[src/rtl/johnson_pkg.sv]
// Shared Johnson decade-code constants and helpers: stepping, legality, BCD decode
// and seven-segment encode.
package johnson_pkg;

  localparam int unsigned JC_W  = 5;
  localparam int unsigned BCD_W = 4;
  localparam int unsigned SEG_W = 7;
  localparam int unsigned SEL_W = 8;
  localparam int unsigned IDX_W = 4;

  localparam logic [JC_W-1:0]  JC_ZERO = 5'b00000;
  localparam logic [JC_W-1:0]  JC_NINE = 5'b10000;
  localparam logic [BCD_W-1:0] BCD_BAD = 4'hF;
  localparam logic [SEG_W-1:0] SEG_OFF = 7'h00;

  typedef logic [JC_W-1:0] jc_t;

  function automatic jc_t jc_step_up(input jc_t q);
    return {q[JC_W-2:0], ~q[JC_W-1]};
  endfunction

  function automatic jc_t jc_step_dn(input jc_t q);
    return {~q[0], q[JC_W-1:1]};
  endfunction

  function automatic logic jc_legal(input jc_t q);
    logic ok;
    case (q)
      5'b00000, 5'b00001, 5'b00011, 5'b00111, 5'b01111,
      5'b11111, 5'b11110, 5'b11100, 5'b11000, 5'b10000: ok = 1'b1;
      default:                                           ok = 1'b0;
    endcase
    return ok;
  endfunction

  function automatic logic [2:0] jc_popcount(input jc_t q);
    logic [2:0] n;
    n = 3'd0;
    for (int i = 0; i < int'(JC_W); i++) begin
      n = n + 3'(q[i]);
    end
    return n;
  endfunction

  // Lower half of the cycle fills with ones, upper half drains them.
  function automatic logic [BCD_W-1:0] jc_to_bcd(input jc_t q);
    logic [2:0] n;
    n = jc_popcount(q);
    if (!jc_legal(q)) begin
      return BCD_BAD;
    end
    if (!q[JC_W-1]) begin
      return {1'b0, n};
    end
    return 4'd10 - {1'b0, n};
  endfunction

  // Active-high segments, bit order g..a; non-decimal values blank.
  function automatic logic [SEG_W-1:0] bcd_to_seg(input logic [BCD_W-1:0] v);
    logic [SEG_W-1:0] s;
    case (v)
      4'd0:    s = 7'h3F;
      4'd1:    s = 7'h06;
      4'd2:    s = 7'h5B;
      4'd3:    s = 7'h4F;
      4'd4:    s = 7'h66;
      4'd5:    s = 7'h6D;
      4'd6:    s = 7'h7D;
      4'd7:    s = 7'h07;
      4'd8:    s = 7'h7F;
      4'd9:    s = 7'h6F;
      default: s = SEG_OFF;
    endcase
    return s;
  endfunction

endpackage

[src/rtl/johnson_digit.sv]
// One 5-bit Johnson decade cell with load, step and terminal flags.
// JOHNSON_REPAIR_EN: an illegal code is cleared to zero on the next edge.
module johnson_digit
  import johnson_pkg::*;
(
  input  logic            i_clk,
  input  logic            i_rst,
  input  logic            load,
  input  logic [JC_W-1:0] load_val,
  input  logic            step,
  input  logic            up,
  output logic [JC_W-1:0] code,
  output logic            is_zero,
  output logic            is_nine,
  output logic            legal
);

  always_ff @(posedge i_clk) begin
    if (i_rst) begin
      code <= JC_ZERO;
    end else if (load) begin
      code <= load_val;
`ifdef JOHNSON_REPAIR_EN
    end else if (!legal) begin
      code <= JC_ZERO;
`endif
    end else if (step) begin
      code <= up ? jc_step_up(code) : jc_step_dn(code);
    end
  end

  // Exact compares: an illegal code is never terminal, so it blocks the carry.
  assign is_zero = (code == JC_ZERO);
  assign is_nine = (code == JC_NINE);
  assign legal   = jc_legal(code);

endmodule

[src/rtl/johnson_bcd_counter.sv]
// DIGITS-wide Johnson-code decade counter with carry chain, wrap flag and a
// registered digit-select view. Optional repair of illegal codes: JOHNSON_REPAIR_EN.
module johnson_bcd_counter
  import johnson_pkg::*;
#(
  parameter int unsigned DIGITS = 12
) (
  input  logic                   i_clk,
  input  logic                   i_rst,
  input  logic                   i_en,
  input  logic                   i_up,
  input  logic                   i_load,
  input  logic [JC_W*DIGITS-1:0] i_init,
  input  logic [SEL_W-1:0]       i_sel,
  output logic [JC_W*DIGITS-1:0] o_digits,
  output logic [SEL_W-1:0]       o_cnt,
  output logic                   o_wrap
);

  logic [JC_W-1:0]   codes [DIGITS];
  logic [DIGITS-1:0] is_zero;
  logic [DIGITS-1:0] is_nine;
  logic [DIGITS-1:0] unused_legal;
  logic [DIGITS:0]   carry;
  logic [JC_W-1:0]   sel_code;
  logic              sel_hit;
  logic [SEL_W-1:0]  cnt_next;
  logic [2:0]        unused_sel;

  assign carry[0]   = 1'b1;
  assign unused_sel = i_sel[6:4];

  for (genvar k = 0; k < int'(DIGITS); k++) begin : g_digit
    // carry[k+1]: digits 0..k all terminal in the current direction
    assign carry[k+1] = carry[k] & (i_up ? is_nine[k] : is_zero[k]);

    johnson_digit u_digit (
      .i_clk    (i_clk),
      .i_rst    (i_rst),
      .load     (i_load),
      .load_val (i_init[JC_W*k +: JC_W]),
      .step     (i_en & carry[k]),
      .up       (i_up),
      .code     (codes[k]),
      .is_zero  (is_zero[k]),
      .is_nine  (is_nine[k]),
      .legal    (unused_legal[k])
    );

    assign o_digits[JC_W*k +: JC_W] = codes[k];
  end

  // Digit-select mux; indices beyond DIGITS read as blank.
  always_comb begin
    sel_code = JC_ZERO;
    sel_hit  = 1'b0;
    for (int k = 0; k < int'(DIGITS); k++) begin
      if (i_sel[IDX_W-1:0] == IDX_W'(k)) begin
        sel_code = codes[k];
        sel_hit  = 1'b1;
      end
    end
    if (!sel_hit) begin
      cnt_next = '0;
    end else if (i_sel[SEL_W-1]) begin
      cnt_next = {1'b0, bcd_to_seg(jc_to_bcd(sel_code))};
    end else begin
      cnt_next = {3'b000, sel_code};
    end
  end

  always_ff @(posedge i_clk) begin
    if (i_rst) begin
      o_cnt  <= '0;
      o_wrap <= 1'b0;
    end else begin
      o_cnt  <= cnt_next;
      o_wrap <= !i_load && i_en && carry[DIGITS];
    end
  end

endmodule

[config.mk]
export PLATFORM = sky130hd
export DESIGN_NAME = johnson_bcd_counter
export DESIGN_NICKNAME = d
export VERILOG_FILES = /design/src/rtl/johnson_pkg.sv /design/src/rtl/johnson_digit.sv /design/src/rtl/johnson_bcd_counter.sv
export SDC_FILE = /design/constraint.sdc
export NUM_CORES = 1
export LEC_CHECK = 0
export BUFFER_PORTS_ARGS = -buffer_cell sky130_fd_sc_hd__buf_2
export CAP_MARGIN = 5
export CORE_ASPECT_RATIO = 0.75
export CORE_UTILIZATION = 45
export DETAILED_ROUTE_END_ITERATION = 10
export PLACE_DENSITY_LB_ADDON = 0.08
export SYNTH_ARGS = -nofsm -noshare
export SYNTH_HDL_FRONTEND = slang
export SYNTH_SLANG_ARGS = --single-unit
[constraint.sdc]
create_clock -name i_clk -period 8.7 [get_ports i_clk]
set_input_delay 0.435 -clock i_clk [delete_from_list [all_inputs] [get_ports i_clk]]
set_output_delay 0.435 -clock i_clk [all_outputs]
set_load 0.005 [all_outputs]
Yosys cells after proc, flatten, opt, wreduce, memory -nomap -nowiden. Memories as Yosys holds them, arrays and structs flattened. Cells that the tools add are included.

Flip-flop bits (word level): 69. ROM bits: 144. Output and inout port bits: 69. Logic and storage cells: 211. Memories kept: 2.

Memories: (name not given) (depth 16, width 7, rd ports 1, clocked after Yosys merged registers in 0, wr ports 0, line johnson_pkg.sv:61) `case (v)`; (name not given) (depth 32, width 1, rd ports 1, clocked after Yosys merged registers in 0, wr ports 0, line johnson_pkg.sv:28) `case (q)`.

$add $sub $neg: 5. Eq/ne operators: 23. Muxes and demuxes: 88. Bitwise operators: 48. Reductions and logical operators: 30.

Operator list (number): 2-to-1 mux 5 bit (49); == test 5 bit (second input constant) (12); logical NOT 5 bit (12); 2-to-1 mux 1 bit (33); inverter 1 bit (26); 2-to-1 mux 4 bit (6); nonzero test 2 bit (12); AND 1 bit (22); == test 4 x 3 -> 1 bit (second input constant) (4); == test 4 bit (second input constant) (4); == test 4 x 2 -> 1 bit (second input constant) (2); adder 3 x 1 -> 3 bit (2); == test 4 x 1 -> 1 bit (second input constant) (1); logical NOT 4 bit (1); subtractor 4 x 3 -> 4 bit (first input constant) (1); adder 2 x 1 -> 3 bit (1); OR reduction 3 bit (1); adder 1 x 1 -> 2 bit (1); logical AND 1 bit (2); OR reduction 2 bit (1); logical NOT 1 bit (1).

Depth between registers and ports, before layout. Gate-level depths: netlist (run 1). An unclocked memory read counts as a cell.

Word-level depth: 28. Mapped depth: 20.

Cells and area by module. A second synthesis (run 1) with hierarchy kept.

Cell total of the unflattened synthesis: 833. Area total of the unflattened synthesis: 7053.0 um^2.

By module, submodules not included: johnson_digit (instances 12, cells each 52, area each 441.7 um^2); johnson_bcd_counter (instances 1, cells each 209, area each 1752.9 um^2).

Worst setup path before layout (run 1). OpenSTA, ideal clock, no wires.

Path kind: input to register. Start: in i_sel[0]. End: reg o_cnt[0]. Library setup time: 0.073 ns. Data arrival time: 4.339 ns. Setup slack: 4.289 ns. Cell stages on the path: 17. Buffers on the path: 1. Cell sequence: buf_2 inv_2 or4_1 a32oi_1 o32ai_2 fa_1 inv_1 fa_1 inv_1 fa_1 nor2_1 a21oi_1 nor2b_1 ha_1 mux2_1 or3_1 o22ai_2.

Cells in the longest elaborated chain, start to end: 24. Elaborated cells between the ends (all ways): 60. Those cells by class: add/sub (5); eq/ne (11); mux (39); bitwise (1); reduce/logical (2); memory (2).

RTL lines: start, declared (line johnson_bcd_counter.sv:14) `input logic [SEL_W-1:0] i_sel,`; logical NOT 4 bit (line johnson_bcd_counter.sv:58) `if (i_sel[IDX_W-1:0] == IDX_W'(k)) begin`; 2-to-1 mux 5 bit (12 in a row) (line johnson_bcd_counter.sv:58); adder 1 x 1 -> 2 bit / memory (32 x 1 bit) (equally long branches); adder 2 x 1 -> 3 bit / 2-to-1 mux 1 bit (equally long branches) (line johnson_pkg.sv:40, johnson_bcd_counter.sv:65); adder 3 x 1 -> 3 bit / 2-to-1 mux 1 bit (equally long branches) (line johnson_pkg.sv:40, johnson_bcd_counter.sv:63); adder 3 x 1 -> 3 bit / 2-to-1 mux 1 bit (equally long branches) (line johnson_pkg.sv:40, johnson_pkg.sv:49); subtractor 4 x 3 -> 4 bit (tied with other cells) (line johnson_pkg.sv:55) `return 4'd10 - {1'b0, n};`; 2-to-1 mux 4 bit / 2-to-1 mux 1 bit (equally long branches) (line johnson_pkg.sv:55, johnson_bcd_counter.sv:63); 2-to-1 mux 4 bit (line johnson_pkg.sv:52) `if (!q[JC_W-1]) begin`; 2-to-1 mux 4 bit (line johnson_bcd_counter.sv:65) `end else if (i_sel[SEL_W-1]) begin`; 2-to-1 mux 4 bit (line johnson_bcd_counter.sv:63) `if (!sel_hit) begin`; memory (16 x 7 bit); 2-to-1 mux 5 bit (line johnson_bcd_counter.sv:65); end signal, assigned (line johnson_bcd_counter.sv:77) `o_cnt <= cnt_next;`; end, declared (line johnson_bcd_counter.sv:16) `output logic [SEL_W-1:0] o_cnt,`.

Parallel ways exist; a longest one is shown, timed or not. The select of a mux whose other input is x is not followed. A chain may end at the register's enable or synchronous reset.

Worst setup path after layout (run 1).
Start: in i_sel[1]. End: reg o_cnt[0].

Same word-level chain as after synthesis.

==> results of run 1 <==
[metal layers]
metal  routed length, µm  track usage [%]  vias to the layer above
li1                    -                -                     2614
met1                7440             40.6                     2462
met2                6640             41.0                      216
met3                1120             5.30                       10
met4                 125             6.30                        0
met5                   0                0                        -
[power groups by stage]
stage,registers [mW],clock network [mW],logic (mW)
5_1_grt,0.368,0.362,0.283
6_report,0.364,0.342,0.251
3_5_place_dp,0.370,0,0.249
2_1_floorplan,0.362,0,0.176
4_1_cts,0.364,0.350,0.250
3_3_place_gp,0.369,0,0.241
[state kept, by name, summed over array words and instances (netlist names)]
signal / cells
o_wrap: 1
g_digit.u_digit.code: 60
o_cnt: 7
[how the worst max path moves through the flow]
stage / from / end / slack [ns]
after global placement: i_sel[1] / o_cnt[0]$_SDFF_PP0_ / 3.68
final: i_sel[1] / o_cnt[0]$_SDFF_PP0_ / 3.94
after detailed placement: i_sel[1] / o_cnt[0]$_SDFF_PP0_ / 3.65
after floorplan: i_sel[0] / o_cnt[0]$_SDFF_PP0_ / 4.29
after CTS: i_sel[1] / o_cnt[0]$_SDFF_PP0_ / 4.00
after global routing: i_sel[1] / o_cnt[5]$_SDFF_PP0_ / 3.66
[kinds of logic (layout without fill, tap and decap cells)]
family	count (synthesis)	count (layout)	synth area share, %
muxes	57	57	12.2
AOI/OAI and AO/OA	200	200	25.9
adders and majority gates	12	12	3.51
and+or+nand+nor	249	249	23.1
other	1	1	0.0762
buffers and inverters	73	181	6.18
xor gates and xnor gates	7	7	1.25
DFF	68	68	27.7
[layout make-up]
class / count / area, µm² / area share [%]
timing repair buffer: 142 / 726 / 12.3
sequential: 68 / 1360 / 23.1
tap: 136 / 170 / 2.89
clock inverter: 2 / 10.0 / 0.170
clock buffer: 12 / 267 / 4.53
multi-input combinational: 526 / 3250 / 55.3
inverter: 25 / 93.8 / 1.60
[critical path, cell delays in order]
cell	delay [ns]
buf_2	0.56
nor2_1	0.25
a32o_1	0.27
a22oi_1	0.25
o22ai_2	0.22
fa_1	0.53
inv_1	0.05
fa_1	0.52
inv_1	0.08
fa_1	0.49
nor2_1	0.12
a21oi_1	0.06
nor2b_1	0.18
ha_1	0.27
mux2_1	0.28
or3_1	0.32
o22ai_2	0.11
[placed cells by master (no fill, tap or decap), types with 4 or more instances in the layout]
| cell type | instances |
|---|---|
| ha_1 | 9 |
| a31oi_1 | 8 |
| o211ai_1 | 7 |
| mux2i_1 | 52 |
| xnor2_1 | 5 |
| o221ai_1 | 5 |
| a211oi_1 | 22 |
| nor3_1 | 4 |
| a211o_1 | 5 |
| or4_1 | 5 |
| o21ai_1 | 7 |
| buf_2 | 136 |
| nand2b_1 | 8 |
| nor2b_1 | 8 |
| nor2_1 | 129 |
| inv_1 | 22 |
| o21ai_0 | 26 |
| a21oi_1 | 86 |
| buf_4 | 6 |
| o22ai_1 | 7 |
| and3_1 | 6 |
| nand3_1 | 6 |
| dfxtp_1 | 68 |
| clkbuf_16 | 9 |
| nor4_1 | 11 |
| nand2_1 | 48 |
[stage by stage]
step | instances | setup WS [ns] | instance area [µm²] | util, %
floorplan | 667 | 4.29 | 4920 | -
global placement | 897 | 3.68 | 5600 | 53.6
detailed placement | 897 | 3.65 | 5600 | 53.6
CTS | 911 | 4.00 | 5880 | 56.3
global route | 911 | 3.66 | 5880 | 56.3
finish | 911 | 3.94 | 5880 | 56.3
==> impl_metrics.json, run 1 <==
{
  "status": "finished, final reports clean",
  "drt-vias-per-instance": 5.82,
  "drive_above_1_share_pct": 22.2,
  "cts_setup_buffers": 0,
  "first_iter_violations": 346,
  "reg2reg_depth": 16,
  "synthTopCellsByCount": "nor2_1, a21oi_1, dfxtp_1",
  "grt_pass1_vias": 4812,
  "final.fill_count": 1025,
  "grt_usage_pct": 27.6,
  "power_mw": 0.958,
  "dieArea_mm2": 0.0114,
  "finalCritPeriodShare_pct": 54.8,
  "cp_data_required_time_ns": 8.95,
  "syn_nets": 752,
  "tns_ns": 0,
  "cts_tree": "built",
  "p_seq_share_pct": 38.1,
  "p_sw_share_pct": 31.8,
  "max_clock_freq_mhz": 210,
  "drtPass1Iterations": 5,
  "syn_area_mm2": 0.00492,
  "synth_seq_area_share_pct": 27.7,
  "grt_setup_unrepaired": "no",
  "htree_levels": 3,
  "yosysTopAreaCellShare_pct": 27.7,
  "areaGrowthSynthToFinish_pct": 19.6,
  "grt_max_degree": 65,
  "clock_skew_ns": 0.00536,
  "clk_pin_slew_ns": 0.06,
  "grt_pass1_wl_um": 24600,
  "initial_core_util_pct": 47.1,
  "power.internal_mw": 0.653,
  "maxCapViolCount": 0,
  "post_drt_wl_per_cell_um": 16.8,
  "synth_warnings": 0,
  "period_minus_slack_ns": 4.76,
  "setup_viol": 0,
  "clock_path_buffers": 2,
  "ys_ff_latch": 68,
  "slew_headroom_pct": 40.7,
  "synth_async_sr_flop_share_pct": 0,
  "antennaDiodeCount": 0,
  "yosysTopAreaCell": "dfxtp_1",
  "p_sw_mw": 0.304,
  "cts_resized": 0,
  "r2r_slack_ns": 4.06,
  "vdd_drop_max_v": 0.000101,
  "synth.most_common_cell": "nor2_1",
  "endpoint_kind": "flop",
  "powerDensity_mw_per_mm2": 163,
  "clock_sinks": 68,
  "min_from": "i_init[54]",
  "p_leak_nw": 2.63,
  "report.final.slew_viol_count": 0,
  "gp_congestion": 0.876,
  "hold_end": "g_digit[10].u_digit.code[4]$_SDFFE_PP0P_",
  "hp-class": "input pin to flop",
  "hold_viol": 0,
  "synth.avg_cell_area_um2": 7.37,
  "cp-start-kind": "input pin",
  "wl_um": 15300,
  "worstSetupPathType": "input pin to flop",
  "pwr-share-clk_pct": 35.7,
  "core_area_mm2": 0.0105,
  "ys.flop_type": "dfxtp_1",
  "portBuffers": 137,
  "cts_root_buf": "clkbuf_16",
  "grt_remaining_overflow": 0,
  "vias": 5302,
  "antenna_found_initial": 0,
  "ant_nets": 0,
  "worst_slew_pin_slew_ns": 0.889,
  "synth_cells": 667,
  "chipHeight_um": 92.5,
  "cp.arrival_ns": 5.01,
  "power_frac_comb_pct": 26.3,
  "r2r_end": "o_cnt[0]$_SDFF_PP0_",
  "rows": 32,
  "holdWs_ns": 0.321,
  "fp.dieW_um": 123,
  "min_path_cells": 3,
  "yosysUniqueCellTypes": 68,
  "synthTopCellsByArea": "dfxtp_1, mux2i_1, nor2_1",
  "critPathMaxFanout": 41,
  "pin_count": 142,
  "worstReg2RegStart": "g_digit[0].u_digit.code[0]$_SDFFE_PP0P_",
  "dp_hpwl_um": 10700,
  "fin_nets": 857,
  "drc": 0,
  "synth-edff-count": 0,
  "cts_hold_buf": 0,
  "cts_buffers": 9,
  "clk_latency_ns": 0.33
}
(Power assumes the default switching activity.)
==> inputs of run 2 (changes only) <==
Settings changed: ABC_AREA set to 1.
Clock period 8.7 ns to 4.8 ns, I/O delays scaled along.
==> run 2 against run 1 <==
  * Global-route usage up 1.1 points
  * Total power up 99%
  * Clock skew about the same
  * Non-clock buffer count down 1
  * First-iteration DRC count up 82%
  * Sequential power up 84%
  * Sequential share of layout area down 0.62 points
  * Register-to-register slack worse by 3.5 ns
==> impl_metrics.json, run 2 <==
{
  "p_seq_share_pct": 35.1,
  "slew_headroom_pct": 28.4,
  "maxCapViolCount": 0,
  "yosysTopAreaCellShare_pct": 27.4,
  "clock_sinks": 68,
  "cts_buffers": 9,
  "clk_pin_slew_ns": 0.06,
  "htree_levels": 3,
  "report.final.slew_viol_count": 0,
  "syn_area_mm2": 0.00497,
  "drc": 0,
  "setup_viol": 0,
  "grt_pass1_vias": 5198,
  "antennaDiodeCount": 0,
  "synth_cells": 833,
  "fp.dieW_um": 123,
  "core_area_mm2": 0.0105,
  "synth.most_common_cell": "nand2_1",
  "cpMaxStageDelayCell": "fa_1",
  "clock_skew_ns": 0.00575,
  "synth.avg_cell_area_um2": 5.97,
  "pin_count": 142,
  "tns_ns": 0,
  "final.fill_count": 1088,
  "cts_setup_buffers": 0,
  "dp_hpwl_um": 11800,
  "clk_latency_ns": 0.33,
  "synth-edff-count": 0,
  "antenna_found_initial": 0,
  "hp-class": "input pin to flop",
  "power.internal_mw": 1.27,
  "ant_nets": 0,
  "rows": 32,
  "post_drt_wl_per_cell_um": 14.7,
  "finalCritPeriodShare_pct": 87.6,
  "synth_warnings": 0,
  "grt_setup_unrepaired": "no",
  "cts_root_buf": "clkbuf_16",
  "wl_um": 16100,
  "worst_slew_pin_slew_ns": 1.07,
  "synthTopCellsByArea": "dfxtp_1, nand2_1, nor2_1",
  "drive_above_1_share_pct": 19.4,
  "top_regs": "g_digit.u_digit.code x60, o_cnt x7, o_wrap x1",
  "p_leak_nw": 2.86,
  "largest_register": "g_digit.u_digit.code",
  "hold_viol": 0,
  "endpoint_kind": "flop",
  "vias": 6024,
  "grt_usage_pct": 28.7,
  "cp.arrival_ns": 4.47,
  "cts_resized": 0,
  "powerDensity_mw_per_mm2": 315,
  "portBuffers": 137,
  "layout.cells.non_filler": 1093,
  "multi_input_area_mm2": 0.00312,
  "synth_seq_area_share_pct": 27.4,
  "grt_pass1_wl_um": 25900,
  "numPlacedInstances": 1077,
  "critPathMaxFanout": 4,
  "seqCellArea_mm2": 0.00136,
  "gp_congestion": 0.887,
  "largest_reg_flops": 60,
  "cts_tree": "built",
  "power_frac_comb_pct": 27.1,
  "grt_remaining_overflow": 0,
  "drt-vias-per-instance": 5.51,
  "drtPass1Iterations": 7,
  "layout_commonest_cell": "nand2_1",
  "cts_hold_buf": 0,
  "p_sw_mw": 0.638,
  "yosysTopAreaCell": "dfxtp_1",
  "grt_max_degree": 66,
  "worstPathCellList": "inv_1 -> nor2_1 -> nor2_1 -> nand3_1 -> nand2_1 -> nand3b_1 -> nand2_1 -> nand4_1 -> fa_1 -> inv_1 -> fa_1 -> inv_1 -> fa_1 -> o21ai_0 -> nor2_1 -> inv_1 -> ha_1 -> nand2_1 -> nand2_1 -> a21oi_1",
  "pwr-share-clk_pct": 37.8,
  "yosysUniqueCellTypes": 41,
  "layout_common_cells": "nand2_1, buf_2, nor2_1",
  "period_minus_slack_ns": 4.21,
  "synth_async_sr_flop_share_pct": 0,
  "ys.flop_type": "dfxtp_1",
  "holdWs_ns": 0.173,
  "first_iter_violations": 629,
  "ys_ff_latch": 68,
  "vdd_drop_max_v": 0.000171,
  "initial_core_util_pct": 47.2,
  "cp_data_required_time_ns": 5.06,
  "synthTopCellsByCount": "nand2_1, nor2_1, inv_1",
  "status": "finished, final reports clean",
  "max_clock_freq_mhz": 238,
  "worstSetupPathType": "flop to flop",
  "clock_path_buffers": 2,
  "cp-start-kind": "flop",
  "critPathMaxStageDelay_ns": 0.59,
  "fin_nets": 1037,
  "areaGrowthSynthToFinish_pct": 21.5,
  "dieArea_mm2": 0.0115,
  "chipHeight_um": 93.1,
  "p_sw_share_pct": 33.5,
  "syn_nets": 918
}
-- run 2: changes by cell type in the layout (fill, tap and decap cells not counted), moves of 10 or more --
cell | previous run | this run
o21ai_0 | 26 | 80
mux2i_1 | 52 | 0
nand2_1 | 48 | 220
a31oi_1 | 8 | 18
inv_1 | 22 | 85
nand4_1 | 2 | 18
nor2_1 | 129 | 117
a211oi_1 | 22 | 5
a21oi_1 | 86 | 51
nand3_1 | 6 | 47
a311oi_1 | 2 | 12
-- run 2: stage by stage --
step                total power, mW  setup WS, ns  area (µm²)  utilization (%)
finish                         1.90         0.594        6040             57.4
global route                   2.02         0.213        6040             57.4
CTS                            1.91         0.604        6040             57.4
detailed placement             1.19         0.393        5730             54.4
global placement               1.17         0.494        5730             54.4
floorplan                      1.01          1.01        4970                -
-- run 2: area by class of cell --
type,count,share of cell area [%]
clock buffers,11,4.02
clock inverters,5,1.24
repair buffers,141,11.8
multi-input cells,638,51.7
flip-flops and latches,68,22.5
inverters,94,5.86
well taps,136,2.82
-- run 2: final timing paths --
kind	start	endpoint	slack (ns)	cells after the start
hold / removal	i_init[17]	g_digit[3].u_digit.code[2]$_SDFFE_PP0P_	0.17	3
setup / recovery	g_digit[2].u_digit.code[0]$_SDFFE_PP0P_	o_cnt[1]$_SDFF_PP0_	0.59	20
setup reg to reg	g_digit[2].u_digit.code[0]$_SDFFE_PP0P_	o_cnt[1]$_SDFF_PP0_	0.59	20
hold reg to reg	g_digit[3].u_digit.code[1]$_SDFFE_PP0P_	g_digit[3].u_digit.code[1]$_SDFFE_PP0P_	0.52	2
-- run 2: critical path, delay by kind of cell, from the launching register on --
kind / cells / cell delay (ns)
adders and majority gates: 4 / 1.94
and+or+nand+nor: 10 / 1.16
buffers and inverters: 4 / 0.40
DFF: 1 / 0.33
AOI/OAI and AO/OA: 2 / 0.28
-- run 2: power groups by stage --
| stage | combinational, mW | sequential [mW] | clock [mW] |
|---|---|---|---|
| CTS | 0.511 | 0.667 | 0.727 |
| floorplan | 0.346 | 0.666 | 0 |
| detailed placement | 0.508 | 0.679 | 0 |
| finish | 0.516 | 0.669 | 0.719 |
| global placement | 0.492 | 0.677 | 0 |
| global route | 0.593 | 0.674 | 0.755 |
-- run 2: cell families after synthesis --
kind of cell	after synthesis	share of synthesized area (%)
buffers and inverters	127	9.83
and+or+nand+nor	435	37.4
adders and majority gates	12	3.47
other	1	0.0754
DFF	68	27.4
AOI/OAI and AO/OA	190	21.9
-- run 2: metal layers --
layer	share of wire (%)	global-route usage, %	routed length (µm)	up-vias
li1	-	-	-	2990
met1	48	43.2	7750	2716
met2	41	41.0	6640	300
met3	9.3	5.24	1500	18
met4	1.4	7.83	225	0
met5	0	0	0	-
==> inputs of run 3 (changes only) <==
Settings changed: CELL_PAD_IN_SITES_DETAIL_PLACEMENT set to 0, CELL_PAD_IN_SITES_GLOBAL_PLACEMENT set to 2, CORE_UTILIZATION 45 to 27.
==> run 3 against run 2 <==
  * Clock skew up 0.00064 ns
  * Final area up 2.7%
  * Largest power group unchanged
  * Highest routed layer unchanged
  * Die area up 65%
==> impl_metrics.json, run 3 (same netlist as run 2, synthesis figures left out) <==
{
  "dieArea_mm2": 0.0190,
  "initial_core_util_pct": 27.9,
  "worst_slew_pin_slew_ns": 1.21,
  "vias": 5852,
  "drc": 0,
  "cts_hold_buf": 0,
  "drive_above_1_share_pct": 19.5,
  "first_iter_violations": 469,
  "wl_um": 18900,
  "portBuffers": 137,
  "hold_viol": 0,
  "worstSetupPathType": "flop to flop",
  "maxCapViolCount": 0,
  "clk_latency_ns": 0.34,
  "period_minus_slack_ns": 4.29,
  "gp_congestion": 0.810,
  "cp.arrival_ns": 4.52,
  "antenna_found_initial": 0,
  "worst_slack_ns": 0.509,
  "grt_setup_unrepaired": "no",
  "clock_sinks": 68,
  "fin_nets": 1038,
  "grt_usage_pct": 20.3,
  "grt_max_degree": 77,
  "grt_pass1_wl_um": 30300,
  "layout_common_cells": "nand2_1, buf_2, nor2_1",
  "cts_buffers": 9,
  "antennaDiodeCount": 0,
  "status": "finished, final reports clean",
  "top_regs": "g_digit.u_digit.code x60, o_cnt x7, o_wrap x1",
  "tns_ns": 0,
  "slew_headroom_pct": 19.4,
  "cp-start-kind": "flop",
  "startpoint": "g_digit[0].u_digit.code[0]$_SDFFE_PP0P_",
  "finalCritPeriodShare_pct": 89.4,
  "drtPass1Iterations": 5,
  "dp_slack_ns": 0.273,
  "worstReg2RegStart": "g_digit[0].u_digit.code[0]$_SDFFE_PP0P_",
  "htree_levels": 3,
  "crit_end": "o_cnt[3]$_SDFF_PP0_",
  "final.fill_count": 2014,
  "cts_root_buf": "clkbuf_16",
  "drt-vias-per-instance": 4.88,
  "r2r_end": "o_cnt[3]$_SDFF_PP0_",
  "chipHeight_um": 120,
  "grt_remaining_overflow": 0,
  "fp.dieW_um": 159,
  "r2r_slack_ns": 0.51,
  "reg2reg_depth": 21,
  "cts_resized": 0,
  "powerDensity_mw_per_mm2": 317,
  "grt_pass1_vias": 5445,
  "critPathMaxFanout": 6,
  "vdd_drop_max_v": 0.000138,
  "postLayoutCellArea_mm2": 0.00620,
  "ant_nets": 0,
  "clk_pin_slew_ns": 0.06,
  "max_clock_freq_mhz": 233,
  "cp_data_required_time_ns": 5.03,
  "dpl_cell_area_mm2": 0.00587,
  "report.final.slew_viol_count": 0,
  "dp_hpwl_um": 14100,
  "cts_setup_buffers": 0,
  "cts_tree": "built",
  "p_leak_nw": 2.87,
  "endpoint_kind": "flop",
  "layout_commonest_cell": "nand2_1",
  "clock_skew_ns": 0.00639,
  "clock_path_buffers": 2,
  "largest_register": "g_digit.u_digit.code",
  "setup_viol": 0,
  "core_area_mm2": 0.0178,
  "rows": 42,
  "pin_count": 142,
  "areaGrowthSynthToFinish_pct": 24.7,
  "post_drt_wl_per_cell_um": 15.7,
  "largest_reg_flops": 60,
  "hp-class": "input pin to flop"
}
==> run 3: cell types whose count changed in the layout (fill, tap and decap cells not counted) <==
cell and delta:
clkinvlp_4 +1, clkinv_2 -3, clkbuf_8 +2, buf_4 +1
==> run 3: worst min-delay path by stage <==
stage | from | endpoint | slack, ns | depth (start not counted)
floorplan | i_sel[7] | o_cnt[5]$_SDFF_PP0_ | 0.39 | 2
global placement | g_digit[9].u_digit.code[2]$_SDFFE_PP0P_ | g_digit[9].u_digit.code[2]$_SDFFE_PP0P_ | 0.50 | 2
detailed placement | g_digit[9].u_digit.code[2]$_SDFFE_PP0P_ | g_digit[9].u_digit.code[2]$_SDFFE_PP0P_ | 0.51 | 2
CTS | i_init[26] | g_digit[5].u_digit.code[1]$_SDFFE_PP0P_ | 0.15 | 3
global route | i_init[20] | g_digit[4].u_digit.code[0]$_SDFFE_PP0P_ | 0.16 | 3
finish | i_init[24] | g_digit[4].u_digit.code[4]$_SDFFE_PP0P_ | 0.17 | 3
==> run 3: layout make-up <==
cell class / instances / area, µm² / share of cell area [%]
multi-input combinational: 638 / 3120 / 50.4
sequential: 68 / 1360 / 21.9
timing repair buffer: 142 / 723 / 11.7
inverter: 94 / 354 / 5.71
tap: 242 / 303 / 4.88
clock buffer: 13 / 270 / 4.36
clock inverter: 3 / 67.6 / 1.09
==> run 3: through the flow <==
step / hold WS [ns] / cells / utilization [%] / power (mW)
final: 0.166 / 1200 / 34.8 / 1.96
after global routing: 0.161 / 1200 / 34.8 / 2.09
after CTS: 0.151 / 1200 / 34.8 / 1.99
after detailed placement: 0.510 / 1184 / 32.9 / 1.21
after global placement: 0.502 / 1184 / 32.9 / 1.20
after floorplan: 0.388 / 833 / - / 1.01
==> run 3: metal layers <==
layer | up-vias | track usage, % | routed length, µm
li1 | 3004 | - | -
met1 | 2636 | 31.8 | 10200
met2 | 196 | 27.5 | 7230
met3 | 16 | 4.01 | 1210
met4 | 0 | 5.22 | 235
met5 | - | 0 | 0
==> run 3: report_power, final <==
| group | leakage (nW) | switching [mW] | internal (mW) |
|---|---|---|---|
| combinational | 2.15 | 0.334 | 0.190 |
| sequential | 0.562 | 0.0621 | 0.610 |
| clock | 0.162 | 0.270 | 0.498 |
| total | 2.87 | 0.666 | 1.30 |
==> run 3: critical path, stage by stage (launching register included) <==
cell and delay, ns:
dfxtp_1 0.37, nand3_1 0.11, nand2_1 0.06, nor2_1 0.13, nand3_1 0.08, nand2_1 0.07
nand3b_1 0.09, nand2_1 0.09, nand4_1 0.21, fa_1 0.60, inv_1 0.06, fa_1 0.53
inv_1 0.08, fa_1 0.52, o21ai_0 0.14, nor2_1 0.30, inv_1 0.14, ha_1 0.31
nand2_1 0.11, nand2_1 0.06, nand2_1 0.07, a21oi_2 0.05
